$ cat src/rtl/rr_arbiter8.sv
// rr_arbiter8: 8-way round-robin arbiter with bounded hold time.
// Grants are registered; a forced release raises a one-cycle timeout pulse.
module rr_arbiter8 #(
  parameter int unsigned MAX_HOLD = 15
) (
  input  logic       clk,
  input  logic       reset,
  input  logic [7:0] req,
  input  logic       done,
  output logic       grant_valid,
  output logic [2:0] grant_id,
  output logic [7:0] grant_onehot,
  output logic       timeout
);

  typedef enum logic {IDLE, BUSY} state_t;

  state_t     state, state_d;
  logic [2:0] ptr, ptr_d;
  logic [2:0] gid, gid_d;
  logic [7:0] hold_cnt, hold_d;
  logic       tmo, tmo_d;

  logic [2:0] winner;
  logic       found;
  logic [2:0] idx;
  logic       rel_norm;
  logic       rel_force;

  // Rotating priority scan starting just after the last granted index.
  always_comb begin
    winner = ptr;
    found  = 1'b0;
    idx    = ptr;
    for (int k = 1; k <= 8; k++) begin
      idx = ptr + 3'(k);
      if (!found && req[idx]) begin
        winner = idx;
        found  = 1'b1;
      end
    end
  end

  assign rel_norm  = done || !req[gid];
  assign rel_force = hold_cnt == 8'(MAX_HOLD - 1);

  // Next-state logic: arbitration in IDLE, release decisions in BUSY.
  always_comb begin
    state_d = state;
    ptr_d   = ptr;
    gid_d   = gid;
    hold_d  = hold_cnt;
    tmo_d   = 1'b0;
    unique case (state)
      IDLE: begin
        if (found) begin
          state_d = BUSY;
          ptr_d   = winner;
          gid_d   = winner;
          hold_d  = 8'd0;
        end
      end
      BUSY: begin
        if (rel_norm) begin
          state_d = IDLE;
        end else if (rel_force) begin
          state_d = IDLE;
          tmo_d   = 1'b1;
        end else begin
          hold_d  = hold_cnt + 8'd1;
        end
      end
      default: state_d = IDLE;
    endcase
  end

  // State register; reset parks the pointer at 7 so scanning begins at 0.
  always_ff @(posedge clk or posedge reset) begin
    if (reset) begin
      state    <= IDLE;
      ptr      <= 3'd7;
      gid      <= 3'd0;
      hold_cnt <= 8'd0;
      tmo      <= 1'b0;
    end else begin
      state    <= state_d;
      ptr      <= ptr_d;
      gid      <= gid_d;
      hold_cnt <= hold_d;
      tmo      <= tmo_d;
    end
  end

  assign grant_valid  = state == BUSY;
  assign grant_id     = grant_valid ? gid : 3'd0;
  assign grant_onehot = grant_valid ? (8'b1 << gid) : 8'd0;
  assign timeout      = tmo;

endmodule

$ cat config.mk
export PLATFORM = sky130hd
export DESIGN_NAME = rr_arbiter8
export DESIGN_NICKNAME = d
export VERILOG_FILES = /design/src/rtl/rr_arbiter8.sv
export SDC_FILE = /design/constraint.sdc
export NUM_CORES = 1
export LEC_CHECK = 0
export CAP_MARGIN = 10
export CORE_MARGIN = 3
export CORE_UTILIZATION = 40
export CTS_CLUSTER_SIZE = 20
export DETAILED_ROUTE_END_ITERATION = 10
export PLACE_DENSITY_LB_ADDON = 0.15
export SYNTH_ARGS = -nofsm -noshare
export SYNTH_HDL_FRONTEND = slang
export SYNTH_SLANG_ARGS = --single-unit
$ cat constraint.sdc
create_clock -name clk -period 3.8 [get_ports clk]
set_clock_uncertainty 0.05 [all_clocks]
set_input_delay 0.38 -clock clk [delete_from_list [all_inputs] [get_ports clk]]
set_output_delay 0.38 -clock clk [all_outputs]
set_load 0.02 [all_outputs]
== Yosys cells after proc, flatten, opt, wreduce, memory -nomap -nowiden ==
Cells that the tools add are included.
Storage, ports and cells
  register bits after elaboration: 16
  output and inout bits: 13
Operators by class
  add/subtract/negate cells: 8
  $lt $le $gt $ge: 9
  equal/unequal tests: 4
  shifts and indexed selects: 1
  mux-type cells: 47
  bitwise gates (word level): 1
  reduce and logical (&&, ||, !) cells: 18
Operators with widths (number)
  3-bit by 4-bit less-than comparator with 1-bit output, second input constant: 9
  8-bit two-way mux: 4
  1-bit binary-select mux with 3-bit select: 9
  3-bit two-way mux: 9
  1-bit two-way mux: 23
  8-bit case mux with 2 select lines: 1
  3-bit adder, second input constant: 4
  8-bit by 1-bit adder with 8-bit output, second input constant: 1
  8-bit by 4-bit == test with 1-bit output, second input constant: 1
  1-bit logical NOT: 8
  1-bit by 3-bit left shift with 8-bit output, first input constant: 1
  1-bit logical AND: 7
  3-bit by 2-bit adder with 3-bit output, second input constant: 2
  2-bit inequality test, second input constant: 3
  3-bit by 1-bit adder with 3-bit output, second input constant: 1
  3-bit AND reduction: 1
  1-bit case mux with 2 select lines: 1
  2-bit AND reduction: 1
  1-bit logical OR: 1
  1-bit NOT: 1

== Depth between registers and ports, before layout ==
  depth after elaboration: 27
  mapped depth: 11
  gate-level depth less buffers: 8

== Least setup slack after synthesis ==
Ideal clock, no wire load.
  kind: register to register
  start point: reg ptr[1]
  end point: reg gid[0]
  library setup time: 120 ps
  arrival: 3066 ps
  setup slack: 565 ps
  stages on the path, launching flop included: 11
  path buffers: 2
  cells stage by stage: dfstp_2 -> buf_6 -> clkbuf_1 -> inv_1 -> ha_1 -> mux4_1 -> mux2i_1 -> and4_4 -> and4_1 -> o21ai_1 -> a31o_1
Between the ends
  cells in the longest elaborated chain, start to end: 26
  elaborated cells between the ends (all ways): 54
  those cells by class: 7 x add/sub; 32 x mux; 15 x reduce/logical
Ends and longest elaborated chain
  start: declaration: RTL line 19  | logic [2:0] ptr, ptr_d;
  start signal: assignment: RTL line 87  | ptr <= ptr_d;
  3-bit by 1-bit adder with 3-bit output: RTL line 36  | idx = ptr + 3'(k);
  1-bit binary-select mux with 3-bit select: RTL line 37  | if (!found && req[idx]) begin
  1-bit two-way mux (not written as such): RTL line 37
  1-bit two-way mux: RTL line 37
  1-bit logical NOT: RTL line 37
  1-bit logical AND: RTL line 37
  1-bit two-way mux: RTL line 37
  1-bit logical NOT: RTL line 37
  [10 not listed]
  1-bit two-way mux: RTL line 37
  1-bit logical NOT: RTL line 37
  1-bit logical AND: RTL line 37
  1-bit two-way mux: RTL line 37
  1-bit logical NOT: RTL line 37
  1-bit logical AND: RTL line 37
  1-bit two-way mux: RTL line 37
  2-bit AND reduction (no line)
  end signal: assignment: RTL line 88  | gid <= gid_d;
  end: declaration: RTL line 20  | logic [2:0] gid, gid_d;
Parallel ways exist; a longest one is shown, timed or not. The select of a mux whose other input is x is not followed.
A chain may end at the register's enable or synchronous reset.

== Final worst setup path ==
  start point: reg ptr[0]
  end point: reg hold_cnt[0]
Between the ends
  cells in the longest elaborated chain, start to end: 27
  elaborated cells between the ends (all ways): 47
  those cells by class: 7 x add/sub; 1 x eq/ne; 24 x mux; 15 x reduce/logical
Ends and longest elaborated chain
  3-bit by 1-bit adder with 3-bit output: RTL line 36
  1-bit binary-select mux with 3-bit select: RTL line 37
  1-bit two-way mux (not written as such): RTL line 37
  1-bit two-way mux: RTL line 37
  1-bit logical NOT: RTL line 37
  1-bit logical AND: RTL line 37
  1-bit two-way mux: RTL line 37
  1-bit logical NOT: RTL line 37
  [11 not listed]
  1-bit logical NOT: RTL line 37
  1-bit logical AND: RTL line 37
  1-bit two-way mux: RTL line 37
  1-bit logical NOT: RTL line 37
  1-bit logical AND: RTL line 37
  1-bit two-way mux (*): RTL line 37
  2-bit inequality test (no line) (*)
  3-bit AND reduction (no line) (*)
  end signal: assignment: RTL line 89  | hold_cnt <= hold_d;
  end: declaration: RTL line 21  | logic [7:0] hold_cnt, hold_d;
Mark *: on every way between the ends. The rest lies on a longest branch, timed or not. The select of a mux whose other input is x is not followed.

==> impl_metrics.csv <==
group,metric,value,unit
status,status,"complete, no violations",
synth,syn_nets,201,
finish,diodes,0,
synth,synthCells,186,
floorplan,die_w,73.2,um
floorplan,row_count,23,
finish,fin_util,0.506,
sta,finalCritPeriodShare,0.895,
flow_run,drv_cap,0,
finish,seqCellArea,404,um^2
global_routing,track_usage,0.173,
global_routing,grt_max_degree,18,
floorplan,start_util,0.433,
cts,cts_resized,0,
place,finalWeightedCongestion,0.879,
global_routing,use_met2,0.273,
route,ant_nets,0,
cts,clk_pin_slew,0.06,ns
finish,fillers,381,
sta,slew_headroom,0.560,
synth,yosysWarnings,0,
sta,setup_violations,0,
sta,min_period,3.40,ns
global_routing,grt-ovfl-total,0,
route,wl_per_cell,16.7,um
synth,yosys.cell_types.count,52,
cts,post_cts_buffers,0,
power,powerDensity,987,nW/um^2
global_routing,top_usage_layer,"met2",
cts,clock_sinks,16,
worst_hold_path,min_path_type,"in2async",
finish,final_cell_mix,"clkdlybuf4s50_1, nor2_1, inv_1, dfrtp_1, nand2_1",
critical_path,crit_path_end_kind,"flip-flop",
global_routing,antenna_found_initial,0,
global_routing,use_met1,0.250,
synth,synth_area_leaders,"dfrtp_1, mux4_1, mux4_2, dfstp_2, xnor2_1",
synth,yosysSeqAreaShare,0.224,
cts,clock_latency,0.24,ns
finish,final_common_cell,"clkdlybuf4s50_1",
sta,slew_viol_final,0,
route,vias,1582,
critical_path,cp_max_fo,14,
synth,synth_edf_count,0,
finish,stdcell_area,2110,um^2
sta,worst_pin_slew,0.655,ns
critical_path,arrival,3.52,ns
global_routing,grtUsageMet3,0.0331,
synth,ys_dominant_reg_cell,"dfrtp_1",
global_routing,grt_pass1_vias,1506,
route,routed_wl,4.30,mm
floorplan,die_y,73.2,um
finish,finish.net_count,223,
cts,h-tree-depth,1,
route,drc,0,
power,vdd_drop_max,390,uV
sta,clock.fmax,294,MHz
sta,setup_tns,0,ns
critical_path,cp_data_required_time,3.92,ns
sta,rsz0062_at_grt,"false",
synth,synth_top_area_share,0.180,
synth,synth_area_leader_cell,"dfrtp_1",
synth,synth_area,1810,um^2
place,dp_hpwl,3.37,mm
synth,synth.avg_cell_area,9.71,um^2
power,p_leak,0.819,nW
cts,ctsLongestPathBuffers,2,
critical_path,crit_path_start_kind,"flip-flop",
place,port_buffers,23,
cts,cts_tree,"done",
synth,ys_seq_elements,16,
finish,drive_above_1_share,0.150,
place,placedInstanceArea,2060,um^2
floorplan,core_area,4170,um^2
power,fin_total_pwr,0.00209,W
global_routing,grt_first_pass_wirelength,7.33,mm
finish,area_growth,16.9,%
critical_path,setup.worst_path.class,"reg2reg",
finish,multiInputGateArea,1300,um^2
floorplan,pin_count,24,
route,via_per_inst,6.16,
route,first_pass_iters,4,
route,initialDrtViolationCount,113,
cts,cts_buffers,3,
cts,root_buffer,"clkbuf_8",
sta,hold_viol_final,0,
floorplan,design.die.area,5360,um^2
synth,async_flop_share,1.00,
cts,cts-hold-fix-buffers,0,
==> layer usage <==
metal  up-vias  part of all wire
met3         6             0.039
li1        755                 -
met5         -                 0
met1       776              0.49
met4         0             0.010
met2        45              0.46
==> cells in the mapped netlist, types with 3 or more instances <==
master,number
and2_1,4
nand2_1,11
a21oi_1,5
nor2_1,14
xnor2_1,8
o21ai_0,8
mux4_1,7
buf_2,4
dfstp_2,3
nor2b_1,3
dfrtp_1,13
nor4_1,5
inv_1,13
or3_1,4
mux4_2,6
nor3_1,6
o21ai_1,4
nand4_1,4
buf_6,3
nand3_1,5
mux2i_1,6
mux2_2,6
ha_1,4
==> final cells by class <==
| type | instances | share of cell area |
|---|---|---|
| multi-input combinational | 149 | 0.614 |
| sequential | 16 | 0.191 |
| timing repair buffer | 25 | 0.116 |
| tap | 50 | 0.0296 |
| clock buffer | 4 | 0.0261 |
| inverter | 13 | 0.0231 |
==> critical path, cell delays in order, from the launching register on <==
cell      delay, ns
dfstp_2        0.70
inv_1          0.21
ha_1           0.36
mux4_1         0.67
mux2i_1        0.37
and4_4         0.35
a41oi_4        0.25
nand2b_4       0.24
mux2i_1        0.12
==> state kept, by name (all words and copies together) (netlist names) <==
| name | flops |
|---|---|
| hold_cnt | 8 |
| gid | 3 |
| ptr | 3 |
| grant_valid | 1 |
| timeout | 1 |
==> cell families after synthesis <==
group / share of synthesized area
simple gates: 0.212
mux: 0.275
buf+inv: 0.0589
xor+xnor: 0.0485
compound gates: 0.154
fa+ha+maj: 0.0277
flops: 0.224
==> report_power, final <==
part / switching, W / leakage (nW) / internal (W)
Clock: 0.0000535 / 0.0288 / 0.0000917
Combinational: 0.000858 / 0.586 / 0.000738
Sequential: 0.000109 / 0.204 / 0.000234
Total: 0.00102 / 0.819 / 0.00106
==> per-stage QoR <==
step / setup WS [ns] / instances / hold WS (ns)
floorplan: 0.565 / 186 / 0.242
global placement: 0.549 / 253 / 0.469
detailed placement: 0.415 / 253 / 0.486
CTS: 0.406 / 257 / 0.469
global route: 0.192 / 257 / 0.492
finish: 0.400 / 257 / 0.444
==> worst paths after layout <==
check,startpoint,end,slack [ns],cells past startpoint
setup / recovery,ptr[0],hold_cnt[0],0.40,8
hold / removal,reset,hold_cnt[0],0.44,2
setup reg to reg,ptr[0],hold_cnt[0],0.40,8
hold reg to reg,hold_cnt[0],hold_cnt[0],0.49,1
max in group asynchronous,reset,hold_cnt[6],2.88,2
min in group clk,hold_cnt[0],hold_cnt[0],0.49,1
Note: power is estimated with default switching activity, not from simulation.
